==> src/rtl/voice_mixer_pkg.sv <==
// Shared types, default parameter values and helpers for the voice mixer.
package voice_mixer_pkg;

  localparam int DEF_NUM_CH         = 4;
  localparam int DEF_SAMPLE_W       = 18;
  localparam int DEF_PERIOD_W       = 7;
  localparam int DEF_STACK_DEPTH    = 5;
  localparam int DEF_PERIOD_DEFAULT = 48;
  localparam int DEF_PERIOD_STEP    = 4;
  localparam int DEF_PERIOD_MIN     = 8;
  localparam int DEF_PERIOD_MAX     = 92;

  typedef enum logic [1:0] {
    MIX_IDLE   = 2'd0,
    MIX_ACCUM  = 2'd1,
    MIX_DIVIDE = 2'd2,
    MIX_DONE   = 2'd3
  } mix_state_e;

  // Number of bits needed to encode 'value' distinct codes (ceil(log2)).
  function automatic int clog2(input int value);
    int r;
    r = 0;
    for (int i = 0; i < 31; i++) begin
      if ((32'sd1 <<< i) < value) begin
        r = i + 1;
      end else begin
        r = r;
      end
    end
    return r;
  endfunction

endpackage

==> src/rtl/voice_mixer_divider.sv <==
// Serial restoring divider: one quotient bit per cycle, W cycles per divide.
// The first bit is produced on the start cycle itself, so done pulses W-1
// cycles after start. A zero divisor yields a zero quotient.
module mix_divider
  import voice_mixer_pkg::*;
#(
  parameter int W   = 21,
  parameter int D_W = 3,
  parameter int Q_W = 18
) (
  input  logic           BIT_CLK,
  input  logic           RESET_N,
  input  logic           start,
  input  logic [W-1:0]   dividend,
  input  logic [D_W-1:0] divisor,
  output logic           busy,
  output logic           done,
  output logic [Q_W-1:0] quotient
);

  localparam int CNT_W = clog2(W + 1);

  logic [D_W-1:0]   rem_r;
  logic [W-1:0]     quo_r;
  logic [CNT_W-1:0] cnt_r;
  logic             busy_r;
  logic             done_r;

  logic             start_ok_s;
  logic [D_W-1:0]   src_rem_s;
  logic [W-1:0]     src_quo_s;
  logic [D_W:0]     shifted_s;
  logic [D_W:0]     diff_s;
  logic [D_W-1:0]   rem_nxt_s;
  logic [W-1:0]     quo_nxt_s;

  // One restoring step on either the fresh operands or the running state.
  always_comb begin
    start_ok_s = start & ~busy_r;
    src_rem_s  = start_ok_s ? {D_W{1'b0}} : rem_r;
    src_quo_s  = start_ok_s ? dividend : quo_r;
    shifted_s  = {src_rem_s, src_quo_s[W-1]};
    diff_s     = shifted_s - {1'b0, divisor};
    if ((divisor != {D_W{1'b0}}) && (shifted_s >= {1'b0, divisor})) begin
      rem_nxt_s = diff_s[D_W-1:0];
      quo_nxt_s = {src_quo_s[W-2:0], 1'b1};
    end else begin
      rem_nxt_s = shifted_s[D_W-1:0];
      quo_nxt_s = {src_quo_s[W-2:0], 1'b0};
    end
  end

  // Iteration counter and remainder/quotient shift register.
  always_ff @(posedge BIT_CLK) begin
    if (!RESET_N) begin
      rem_r  <= {D_W{1'b0}};
      quo_r  <= {W{1'b0}};
      cnt_r  <= {CNT_W{1'b0}};
      busy_r <= 1'b0;
      done_r <= 1'b0;
    end else begin
      done_r <= 1'b0;
      if (start_ok_s) begin
        rem_r  <= rem_nxt_s;
        quo_r  <= quo_nxt_s;
        cnt_r  <= CNT_W'(W - 1);
        busy_r <= 1'b1;
      end else if (busy_r) begin
        rem_r <= rem_nxt_s;
        quo_r <= quo_nxt_s;
        cnt_r <= cnt_r - CNT_W'(1);
        if (cnt_r == CNT_W'(1)) begin
          busy_r <= 1'b0;
          done_r <= 1'b1;
        end
      end
    end
  end

  assign busy     = busy_r;
  assign done     = done_r;
  assign quotient = quo_r[Q_W-1:0];

endmodule

==> src/rtl/voice_mixer.sv <==
// Voice mixer: switch-driven focus stack selecting the tuned channel, period
// adjustment for the focused channel, and a per-frame averaging mixer.
module voice_mixer
  import voice_mixer_pkg::*;
#(
  parameter int NUM_CH         = DEF_NUM_CH,
  parameter int SAMPLE_W       = DEF_SAMPLE_W,
  parameter int PERIOD_W       = DEF_PERIOD_W,
  parameter int STACK_DEPTH    = DEF_STACK_DEPTH,
  parameter int PERIOD_DEFAULT = DEF_PERIOD_DEFAULT,
  parameter int PERIOD_STEP    = DEF_PERIOD_STEP,
  parameter int PERIOD_MIN     = DEF_PERIOD_MIN,
  parameter int PERIOD_MAX     = DEF_PERIOD_MAX
) (
  input  logic                         BIT_CLK,
  input  logic                         RESET_N,
  input  logic [NUM_CH-1:0]            SW,
  input  logic                         freq_up,
  input  logic                         freq_down,
  input  logic                         frame_sig,
  input  logic [NUM_CH*SAMPLE_W-1:0]   WAVE_IN,
  input  logic [NUM_CH*PERIOD_W-1:0]   PERIOD_IN,
  output logic [NUM_CH-1:0]            sel,
  output logic [PERIOD_W-1:0]          FRAMES_PER_PERIOD,
  output logic [SAMPLE_W-1:0]          PCM_LR,
  output logic                         pcm_valid,
  output logic                         mix_overrun
);

  localparam int IDX_W = (NUM_CH > 1) ? clog2(NUM_CH) : 1;
  localparam int CNT_W = clog2(NUM_CH + 1);
  localparam int ACC_W = SAMPLE_W + CNT_W;
  localparam logic [PERIOD_W-1:0] P_DEF  = PERIOD_W'(PERIOD_DEFAULT);
  localparam logic [PERIOD_W-1:0] P_STEP = PERIOD_W'(PERIOD_STEP);
  localparam logic [PERIOD_W-1:0] P_UPLIM = PERIOD_W'(PERIOD_MIN + PERIOD_STEP);
  localparam logic [PERIOD_W-1:0] P_DNLIM = PERIOD_W'(PERIOD_MAX - PERIOD_STEP);

  // Focus stack, top of stack at index 0.
  logic [NUM_CH-1:0]      p_sw_r, pend_rise_r, pend_fall_r;
  logic [IDX_W-1:0]       stk_r [STACK_DEPTH];
  logic [STACK_DEPTH-1:0] stk_vld_r;
  logic [NUM_CH-1:0]      sel_r;
  logic                   sel_chg_r;
  logic [PERIOD_W-1:0]    fpp_r;

  logic                   ev_valid_s, ev_rise_s;
  logic [IDX_W-1:0]       ev_ch_s;
  logic [NUM_CH-1:0]      ev_clr_s, pend_rise_nxt_s, pend_fall_nxt_s;
  int                     hit_pos_s;
  logic [IDX_W-1:0]       rem_s [STACK_DEPTH];
  logic [STACK_DEPTH-1:0] rem_vld_s;
  logic [IDX_W-1:0]       stk_nxt_s [STACK_DEPTH];
  logic [STACK_DEPTH-1:0] stk_vld_nxt_s;
  logic [NUM_CH-1:0]      sel_nxt_s;
  logic [PERIOD_W-1:0]    period_sel_s, fpp_nxt_s;

  // Mixer.
  mix_state_e             mix_state_r;
  logic [NUM_CH*SAMPLE_W-1:0] wave_r;
  logic [NUM_CH-1:0]      mask_r;
  logic [CNT_W-1:0]       n_r;
  logic [IDX_W-1:0]       idx_r;
  logic [ACC_W-1:0]       acc_r;
  logic [SAMPLE_W-1:0]    pcm_r;
  logic                   pcm_valid_r, overrun_r;
  logic [SAMPLE_W-1:0]    cur_sample_s;
  logic [ACC_W-1:0]       acc_sum_s;
  logic                   div_start_s, div_busy_s, div_done_s;
  logic [SAMPLE_W-1:0]    div_quo_s;

  function automatic logic [CNT_W-1:0] popcount(input logic [NUM_CH-1:0] v);
    logic [CNT_W-1:0] c;
    c = {CNT_W{1'b0}};
    for (int i = 0; i < NUM_CH; i++) begin
      c = c + CNT_W'(v[i]);
    end
    return c;
  endfunction

  // Pick one pending event: falls first, lowest channel first.
  always_comb begin
    ev_valid_s = 1'b0;
    ev_rise_s  = 1'b0;
    ev_ch_s    = {IDX_W{1'b0}};
    if (|pend_fall_r) begin
      ev_valid_s = 1'b1;
      for (int i = NUM_CH - 1; i >= 0; i--) begin
        if (pend_fall_r[i]) ev_ch_s = IDX_W'(i);
        else                ev_ch_s = ev_ch_s;
      end
    end else if (|pend_rise_r) begin
      ev_valid_s = 1'b1;
      ev_rise_s  = 1'b1;
      for (int i = NUM_CH - 1; i >= 0; i--) begin
        if (pend_rise_r[i]) ev_ch_s = IDX_W'(i);
        else                ev_ch_s = ev_ch_s;
      end
    end else begin
      ev_valid_s = 1'b0;
    end
    for (int i = 0; i < NUM_CH; i++) begin
      ev_clr_s[i] = ev_valid_s && (ev_ch_s == IDX_W'(i));
    end
    pend_fall_nxt_s = (pend_fall_r & ~(ev_rise_s ? {NUM_CH{1'b0}} : ev_clr_s)) | (~SW & p_sw_r);
    pend_rise_nxt_s = (pend_rise_r & ~(ev_rise_s ? ev_clr_s : {NUM_CH{1'b0}})) | (SW & ~p_sw_r);
  end

  // Next stack: remove the event channel, then push it on a rise.
  always_comb begin
    hit_pos_s = STACK_DEPTH;
    for (int i = STACK_DEPTH - 1; i >= 0; i--) begin
      if (stk_vld_r[i] && (stk_r[i] == ev_ch_s)) hit_pos_s = i;
      else                                       hit_pos_s = hit_pos_s;
    end
    for (int i = 0; i < STACK_DEPTH - 1; i++) begin
      if (i < hit_pos_s) begin
        rem_s[i] = stk_r[i];     rem_vld_s[i] = stk_vld_r[i];
      end else begin
        rem_s[i] = stk_r[i + 1]; rem_vld_s[i] = stk_vld_r[i + 1];
      end
    end
    if (hit_pos_s == STACK_DEPTH) begin
      rem_s[STACK_DEPTH-1] = stk_r[STACK_DEPTH-1]; rem_vld_s[STACK_DEPTH-1] = stk_vld_r[STACK_DEPTH-1];
    end else begin
      rem_s[STACK_DEPTH-1] = {IDX_W{1'b0}};        rem_vld_s[STACK_DEPTH-1] = 1'b0;
    end
    if (ev_valid_s && ev_rise_s) begin
      stk_nxt_s[0] = ev_ch_s; stk_vld_nxt_s[0] = 1'b1;
      for (int i = 1; i < STACK_DEPTH; i++) begin
        stk_nxt_s[i] = rem_s[i - 1]; stk_vld_nxt_s[i] = rem_vld_s[i - 1];
      end
    end else if (ev_valid_s) begin
      stk_nxt_s = rem_s; stk_vld_nxt_s = rem_vld_s;
    end else begin
      stk_nxt_s = stk_r; stk_vld_nxt_s = stk_vld_r;
    end
    for (int i = 0; i < NUM_CH; i++) begin
      sel_nxt_s[i] = stk_vld_nxt_s[0] && (stk_nxt_s[0] == IDX_W'(i));
    end
  end

  // Period of the focused channel and the next period value.
  always_comb begin
    period_sel_s = P_DEF;
    for (int i = 0; i < NUM_CH; i++) begin
      if (sel_r[i]) period_sel_s = PERIOD_IN[i*PERIOD_W +: PERIOD_W];
      else          period_sel_s = period_sel_s;
    end
    if (sel_chg_r)                                         fpp_nxt_s = period_sel_s;
    else if (freq_up && !freq_down && (fpp_r >= P_UPLIM))  fpp_nxt_s = fpp_r - P_STEP;
    else if (freq_down && !freq_up && (fpp_r <= P_DNLIM))  fpp_nxt_s = fpp_r + P_STEP;
    else                                                   fpp_nxt_s = fpp_r;
  end

  // Switch edge capture, focus stack, selection and period registers.
  always_ff @(posedge BIT_CLK) begin
    if (!RESET_N) begin
      p_sw_r      <= {NUM_CH{1'b0}};
      pend_rise_r <= {NUM_CH{1'b0}};
      pend_fall_r <= {NUM_CH{1'b0}};
      for (int i = 0; i < STACK_DEPTH; i++) stk_r[i] <= {IDX_W{1'b0}};
      stk_vld_r   <= {STACK_DEPTH{1'b0}};
      sel_r       <= {NUM_CH{1'b0}};
      sel_chg_r   <= 1'b0;
      fpp_r       <= P_DEF;
    end else begin
      p_sw_r      <= SW;
      pend_rise_r <= pend_rise_nxt_s;
      pend_fall_r <= pend_fall_nxt_s;
      stk_r       <= stk_nxt_s;
      stk_vld_r   <= stk_vld_nxt_s;
      sel_r       <= sel_nxt_s;
      sel_chg_r   <= (sel_nxt_s != sel_r);
      fpp_r       <= fpp_nxt_s;
    end
  end

  // Sample added this ACCUM cycle; the last add feeds the divider directly.
  always_comb begin
    cur_sample_s = {SAMPLE_W{1'b0}};
    for (int i = 0; i < NUM_CH; i++) begin
      if ((idx_r == IDX_W'(i)) && mask_r[i]) cur_sample_s = wave_r[i*SAMPLE_W +: SAMPLE_W];
      else                                   cur_sample_s = cur_sample_s;
    end
    acc_sum_s   = acc_r + ACC_W'(cur_sample_s);
    div_start_s = (mix_state_r == MIX_ACCUM) && (idx_r == IDX_W'(NUM_CH - 1)) && !div_busy_s;
  end

  mix_divider #(.W(ACC_W), .D_W(CNT_W), .Q_W(SAMPLE_W)) u_div (
    .BIT_CLK  (BIT_CLK),
    .RESET_N  (RESET_N),
    .start    (div_start_s),
    .dividend (acc_sum_s),
    .divisor  (n_r),
    .busy     (div_busy_s),
    .done     (div_done_s),
    .quotient (div_quo_s)
  );

  // Mix FSM: capture, accumulate, divide, publish.
  always_ff @(posedge BIT_CLK) begin
    if (!RESET_N) begin
      mix_state_r <= MIX_IDLE;
      wave_r      <= {(NUM_CH*SAMPLE_W){1'b0}};
      mask_r      <= {NUM_CH{1'b0}};
      n_r         <= {CNT_W{1'b0}};
      idx_r       <= {IDX_W{1'b0}};
      acc_r       <= {ACC_W{1'b0}};
      pcm_r       <= {SAMPLE_W{1'b0}};
      pcm_valid_r <= 1'b0;
      overrun_r   <= 1'b0;
    end else begin
      pcm_valid_r <= 1'b0;
      overrun_r   <= frame_sig && (mix_state_r != MIX_IDLE);
      case (mix_state_r)
        MIX_IDLE: begin
          if (frame_sig) begin
            wave_r      <= WAVE_IN;
            mask_r      <= SW;
            n_r         <= popcount(SW);
            idx_r       <= {IDX_W{1'b0}};
            acc_r       <= {ACC_W{1'b0}};
            mix_state_r <= MIX_ACCUM;
          end
        end
        MIX_ACCUM: begin
          acc_r <= acc_sum_s;
          if (idx_r == IDX_W'(NUM_CH - 1)) mix_state_r <= MIX_DIVIDE;
          else                             idx_r <= idx_r + IDX_W'(1);
        end
        MIX_DIVIDE: begin
          if (div_done_s) mix_state_r <= MIX_DONE;
        end
        MIX_DONE: begin
          pcm_r       <= div_quo_s;
          pcm_valid_r <= 1'b1;
          mix_state_r <= MIX_IDLE;
        end
        default: mix_state_r <= MIX_IDLE;
      endcase
    end
  end

  assign sel               = sel_r;
  assign FRAMES_PER_PERIOD = fpp_r;
  assign PCM_LR            = pcm_r;
  assign pcm_valid         = pcm_valid_r;
  assign mix_overrun       = overrun_r;

endmodule

==> config.mk <==
export PLATFORM = sky130hd
export DESIGN_NAME = voice_mixer
export DESIGN_NICKNAME = d
export VERILOG_FILES = /design/src/rtl/voice_mixer_pkg.sv /design/src/rtl/voice_mixer_divider.sv /design/src/rtl/voice_mixer.sv
export SDC_FILE = /design/constraint.sdc
export NUM_CORES = 1
export LEC_CHECK = 0
export CAP_MARGIN = 20
export CORE_UTILIZATION = 40
export CTS_BUF_LIST = sky130_fd_sc_hd__clkbuf_2 sky130_fd_sc_hd__clkbuf_4 sky130_fd_sc_hd__clkbuf_8
export DETAILED_ROUTE_END_ITERATION = 7
export MAX_ROUTING_LAYER = met4
export PLACE_DENSITY = 0.59
export SLEW_MARGIN = 10
export SYNTH_ARGS = -nofsm -noshare
export SYNTH_HDL_FRONTEND = slang
export SYNTH_SLANG_ARGS = --single-unit
==> constraint.sdc <==
create_clock -name BIT_CLK -period 6.15 [get_ports BIT_CLK]
set_input_delay 1.23 -clock BIT_CLK [delete_from_list [all_inputs] [get_ports BIT_CLK]]
set_output_delay 1.23 -clock BIT_CLK [all_outputs]
set_load 0.005 [all_outputs]
==> reports/results.ini, run 1 <==
[timing]
fin_crit_ps = 5650
finalSetupViolations = 0
max_slew_margin = 0.301
hold_violations = 0
final_max_slew_viol_count = 0
tightest_slew_ps = 1040
finClkSkew_ps = 15.5
timing.hold.ws_ps = 458
period_share = 0.918
rsz0062_at_grt = no
timing.fmax_mhz = 177
setup_ws_ps = 503
fin_setup_tns_ps = 0

[pwr]
total_power_uw = 3340
power_density_nw_per_um2 = 291
max-vdd-ir-drop_mv = 0.153
leakage_uw = 0.00445

[worst_setup_path]
max_stage_delay_ps = 420
worstPathArrival_ps = 6030
cp.depth = 26
critPathRequiredTime_ps = 6540
crit_top_cell = ha_1
regToRegSetupSlack_ps = 500
cp_top_family = compound AO/OA/AOI/OAI gates
critPathMaxFanout = 18
critPathSlowestCell = dfxtp_1
worstSetupStartpoint = idx_r[1]$_SDFFE_PN0P_
rr_endpoint = u_div.rem_r[0]$_SDFFE_PN0P_
worstSetupPathType = reg -> reg
critPathBufInv = 2
endpoint = u_div.rem_r[0]$_SDFFE_PN0P_
ff2ff_path_depth = 26
setup.worst_path.end_class = flop
crit_path_start_kind = flop
r2r_start = idx_r[1]$_SDFFE_PN0P_

[final_layout]
layout-drive-gt1-share = 0.0443
ff_latch_area_sq_um = 3880
fillers = 2268
final_core_utilization = 0.502
n_antenna_cell = 0
nets = 1467
area_growth_pct = 21.5
multi_input_area_sq_um = 5190

[clock_tree]
cts_setup_buffers = 0
clock_sinks = 194
cts_max_level = 4
clock_path_buffers = 2
holdBufCountCts = 0
cts_tree = built
cts.clk_slew.worst_paths_ps = 110
cts_inserted_buffers = 17
cts_root_buf = clkbuf_8
clock_latency_ps = 490

[worst_hold_path]
min_from = mask_r[3]$_SDFFE_PN0P_
hold_class = reg -> reg

[synthesis]
synth_cells = 1217
synth_flop_cell = dfxtp_1
async_flop_share = 0
synth.net_count = 1366
synthDistinctLibCells = 65
synth_seq_cells = 194
avgSynthCellArea_sq_um = 7.78
netlist_area_sq_um = 9470
ys_seq_area_frac = 0.410
synth_edf_count = 0
synth-warning-count = 0

[placed_design]
place_hpwl_um = 18400
place.gp.congestion = 0.853
place_ws_ps = 432
numPortBuffers = 139

[route]
drt_iter0_drc = 577
first_pass_iters = 6
vias = 8599
wire_per_inst_um = 15.5
final_antenna_net_count = 0
drc = 0
avgViaCountPerCell = 5.23
wl_um = 25400

[global_route]
grt-ovfl-total = 0
grt_pass1_wl_um = 40900
grt_pass1_vias = 7971
gr-usage-all-layers = 0.219
antenna_found_initial = 0
grt_max_degree = 82

[floorplanning]
core_sq_um = 22900
start_util = 0.413
die_y_um = 156
die_area_sq_um = 24300
ios = 140
fp.dieW_um = 156
row_count = 55

[job]
maxCapViolations = 0

[status]
outcome = finished clean

## worst min-delay path by stage
stage	end	slack, ps	cells past startpoint
2_1_floorplan	mask_r[1]$_SDFFE_PN0P_	430	2
3_3_place_gp	mask_r[3]$_SDFFE_PN0P_	440	2
3_5_place_dp	mask_r[3]$_SDFFE_PN0P_	450	2
4_1_cts	mask_r[3]$_SDFFE_PN0P_	460	2
5_1_grt	wave_r[65]$_SDFFE_PN0P_	490	2
6_report	mask_r[3]$_SDFFE_PN0P_	460	2
## area by class of cell
cell class	instances	area share
sequential	194	0.338
tap	313	0.0340
clock buffer	17	0.0203
timing repair buffer	153	0.131
clock inverter	15	0.0146
inverter	36	0.0120
multi-input combinational	916	0.451
## flip-flops by register name (all words and copies together), names as in the netlist, 4 cells and up
register	count
stk_r	10
u_div.quo_r	21
stk_vld_r	5
wave_r	72
mask_r	4
pend_rise_r	4
pend_fall_r	4
sel	4
u_div.cnt_r	5
PCM_LR	18
FRAMES_PER_PERIOD	7
acc_r	21
p_sw_r	4
## worst min-delay path, cell delays in order, from the launching register on
cell and delay [ps]:
dfxtp_1 320, nand2_1 50, a21oi_1 50
## metal layers
metal  GRT usage  share of wire  vias to the layer above
li1            -              -                     4404
met1       0.292           0.49                     3940
met2       0.338           0.45                      222
met3      0.0331          0.042                       33
met4      0.0770          0.020                        0
met5           -              0                        -
## timing repair
item | CTS | global route
endpoints found under the hold margin | 0 | 0
gates resized for setup | 0 | 1
setup endpoints to repair | 0 | 3
## cells in the final DEF (no fill, tap or decap), types with 11 or more instances in the layout
cell type | netlist | layout
nand2_1 | 256 | 255
dfxtp_1 | 194 | 194
a21oi_1 | 164 | 164
clkdlybuf4s50_1 | 0 | 139
nor2_1 | 131 | 130
o21ai_0 | 54 | 54
a22oi_1 | 41 | 41
ha_1 | 36 | 36
inv_1 | 35 | 34
mux2i_1 | 28 | 28
xnor2_1 | 24 | 24
clkbuf_8 | 0 | 17
a21o_1 | 13 | 13
buf_4 | 0 | 13
nor3_1 | 12 | 12
a31oi_1 | 12 | 12
o22ai_1 | 12 | 12
and2_1 | 12 | 11
nand3_1 | 11 | 11
## power breakdown
part | internal [uW] | total [uW] | switching (uW)
registers | 1410 | 1560 | 151
clock network | 340 | 853 | 513
logic | 380 | 934 | 554
total | 2130 | 3340 | 1220
## cells in the mapped netlist (4+ instances only)
cell type	number	area, sq um
buf_1	13	48.8
or3_1	5	31.3
ha_1	36	450
a21oi_1	164	821
o211ai_1	5	37.5
nor3_1	12	60.1
clkbuf_1	57	214
a31oi_1	12	75.1
o21a_1	7	52.6
a311oi_1	4	35.0
o22ai_1	12	75.1
dfxtp_1	194	3880
xor2_1	7	61.3
nor2_1	131	492
fa_1	4	80.1
inv_1	35	131
o21ai_0	54	270
and3_1	8	50.1
a22oi_1	41	308
nand2b_1	9	56.3
and2_1	12	75.1
xnor2_1	24	210
nand2_1	256	961
a211oi_1	7	52.6
nor2b_1	4	25.0
a21o_1	13	97.6
nand3_1	11	55.1
mux2i_1	28	280
## stage by stage
stage | instances | instance area [sq um]
2_1_floorplan | 1217 | 9470
3_3_place_gp | 1611 | 11100
3_5_place_dp | 1612 | 11100
4_1_cts | 1644 | 11500
5_1_grt | 1644 | 11500
6_report | 1644 | 11500
## kinds of logic (layout without fill, tap and decap cells)
logic type	after synthesis	count (layout)	share of synthesized area
simple gates	459	459	0.200
compound gates	358	358	0.233
flops	194	194	0.410
buf+inv	107	221	0.0425
fa+ha+maj	40	40	0.0560
xor+xnor	31	31	0.0287
mux	28	28	0.0296
No activity file was read; power rests on OpenSTA's default activity.
==> run 2, diff against run 1 <==
Clock period 6.15 ns to 7.3 ns, I/O delays scaled along.
==> run 2 against run 1 <==
- combinational power is 17% lower
- utilization fell by 0.13 points
- worst setup slack improved by 870 ps
- first-iteration DRC count down 4.3%
- critical path type unchanged
- design area shrank 0.26%
- total power shrank 17%
- count of clock-buffer cells in the layout stayed put
==> reports/results.ini, run 2 (synthesized netlist as in run 1, its figures left out) <==
[worst_setup_path]
crit_path_start_kind = flop
regToRegSetupSlack_ps = 1380  ; +870 ps
worstPathArrival_ps = 6290  ; +260 ps
worstSetupPathType = reg -> reg
critPathSlowestCell = nor2_1
cp_top_family = compound AO/OA/AOI/OAI gates
critPathRequiredTime_ps = 7670  ; +1130 ps
setup.worst_path.end_class = flop
max_stage_delay_ps = 640  ; +220 ps
crit_top_cell = nor2_1
critPathBufInv = 1  ; -1
critPathMaxFanout = 12  ; -6

[final_layout]
instances_no_fill = 1644  ; unchanged
reg.largest.list = wave_r (72), acc_r (21), u_div.quo_r (21)
nets = 1467  ; unchanged
top_register = wave_r
fillers = 2281  ; +0.57%
area_growth_pct = 21.2
final_core_utilization = 0.501  ; -0.00131
largest_register_ffs = 72  ; unchanged
final_cell_mix = 255 x nand2_1, 194 x dfxtp_1, 164 x a21oi_1, 139 x clkdlybuf4s50_1, 131 x nor2_1
final_common_cell = nand2_1
n_antenna_cell = 0  ; unchanged
layout-drive-gt1-share = 0.0436  ; -0.000751

[pwr]
internal-power_uw = 1760  ; -17%
max-vdd-ir-drop_mv = 0.139  ; -9.1%
power_density_nw_per_um2 = 242  ; -17%
p_switching_uw = 1020  ; -16%
clkPwrFrac = 0.248  ; -0.007
pwr-share-seq = 0.472  ; +0.006
sw_frac_of_total = 0.367  ; +0.00249
leakage_uw = 0.00444  ; -0.18%
combPwrFrac = 0.280  ; about the same

[route]
drc = 0  ; unchanged
drt_iter0_drc = 552  ; -4.3%
wl_um = 25000  ; -1.6%
final_antenna_net_count = 0  ; unchanged
first_pass_iters = 5  ; -1
wire_per_inst_um = 15.2  ; -1.6%
vias = 8565  ; -0.40%
avgViaCountPerCell = 5.21  ; -0.40%

[status]
outcome = finished clean

[floorplanning]
start_util = 0.413  ; unchanged
row_count = 55  ; unchanged
fp.dieW_um = 156  ; unchanged
die_area_sq_um = 24300  ; unchanged
die_y_um = 156  ; unchanged
core_sq_um = 22900  ; unchanged
ios = 140  ; unchanged

[timing]
finClkSkew_ps = 11.8  ; -3.67 ps
period_share = 0.811  ; -0.107
finalSetupViolations = 0  ; unchanged
tightest_slew_ps = 874  ; -167 ps
rsz0062_at_grt = no
fin_crit_ps = 5920  ; +276 ps
setup_ws_ps = 1380  ; +874 ps
max_slew_margin = 0.418  ; +0.116
hold_violations = 0  ; unchanged
timing.fmax_mhz = 169  ; -4.7%
fin_setup_tns_ps = 0  ; unchanged
final_max_slew_viol_count = 0  ; unchanged

[clock_tree]
postCtsResizedCells = 0  ; unchanged
cts.clk_slew.worst_paths_ps = 110  ; about the same
clock_sinks = 194  ; unchanged
holdBufCountCts = 0  ; unchanged
clock_latency_ps = 470  ; -20 ps
cts_tree = built
clock_path_buffers = 2  ; unchanged
cts_setup_buffers = 0  ; unchanged
cts_root_buf = clkbuf_8
cts_inserted_buffers = 17  ; unchanged
cts_max_level = 4  ; unchanged

[global_route]
gr-usage-all-layers = 0.215  ; -0.00450
grt_pass1_wl_um = 40600  ; -0.83%
grt_pass1_vias = 7960  ; -0.14%
grt-ovfl-total = 0  ; unchanged
antenna_found_initial = 0  ; unchanged
grt_max_degree = 80  ; -2.4%

[placed_design]
place.gp.congestion = 0.855  ; +0.23%
dp.cells = 1611  ; -0.062%
place_ws_ps = 1380  ; +953 ps
place_hpwl_um = 18200  ; -1.4%
numPortBuffers = 139  ; unchanged

[worst_hold_path]
hold_class = reg -> reg

[job]
maxCapViolations = 0  ; unchanged

==> run 2: cell count changes in the layout (fill, tap and decap cells not counted) <==
cell / change
buf_4: -1
bufinv_16: -1
clkbuf_2: +1
clkinv_2: +2
clkinv_4: -2
clkinv_8: -1
clkinvlp_4: +1
inv_6: -4
inv_8: +5
nor2_1: +1
nor2_2: -1
==> run 2: per-layer routing <==
metal,part of all wire,global-route usage,vias to the layer above
met5,0,-,-
met2,0.45,0.330,221
met1,0.49,0.291,3917
met4,0.017,0.0598,0
met3,0.047,0.0344,25
li1,-,-,4402
==> run 2: path summary, 6_finish.rpt <==
| check | from | endpoint | cells past startpoint |
|---|---|---|---|
| setup reg to reg | idx_r[1]$_SDFFE_PN0P_ | u_div.rem_r[0]$_SDFFE_PN0P_ | 25 |
| hold / removal | wave_r[44]$_SDFFE_PN0P_ | wave_r[44]$_SDFFE_PN0P_ | 2 |
| hold reg to reg | wave_r[44]$_SDFFE_PN0P_ | wave_r[44]$_SDFFE_PN0P_ | 2 |
| setup / recovery | idx_r[1]$_SDFFE_PN0P_ | u_div.rem_r[0]$_SDFFE_PN0P_ | 25 |
==> run 2: cell type report <==
type,instances,area [sq um],area share
Tap cell,313,392,0.0341
Multi-Input combinational cell,916,5190,0.452
Sequential cell,194,3880,0.338
Inverter,36,138,0.0120
Timing Repair Buffer,153,1500,0.131
Clock buffer,17,234,0.0204
Clock inverter,15,143,0.0124
==> run 2: power by group through the flow <==
stage	registers, uW	clock network (uW)	logic [uW]
floorplan	1280	0	566
global placement	1340	0	777
detailed placement	1340	0	782
CTS	1310	704	785
global route	1330	742	886
finish	1310	689	779
==> run 2: worst min-delay path, stage by stage (launching register included) <==
cell     delay (ps)
dfxtp_1         320
nand2_1          50
a21oi_1          50
==> run 2: per-stage QoR <==
step | cell area [sq um] | total power (uW) | hold WS (ps)
floorplan | 9470 | 1840 | 432
global placement | 11100 | 2110 | 444
detailed placement | 11100 | 2120 | 447
CTS | 11500 | 2800 | 462
global route | 11500 | 2960 | 477
finish | 11500 | 2780 | 462
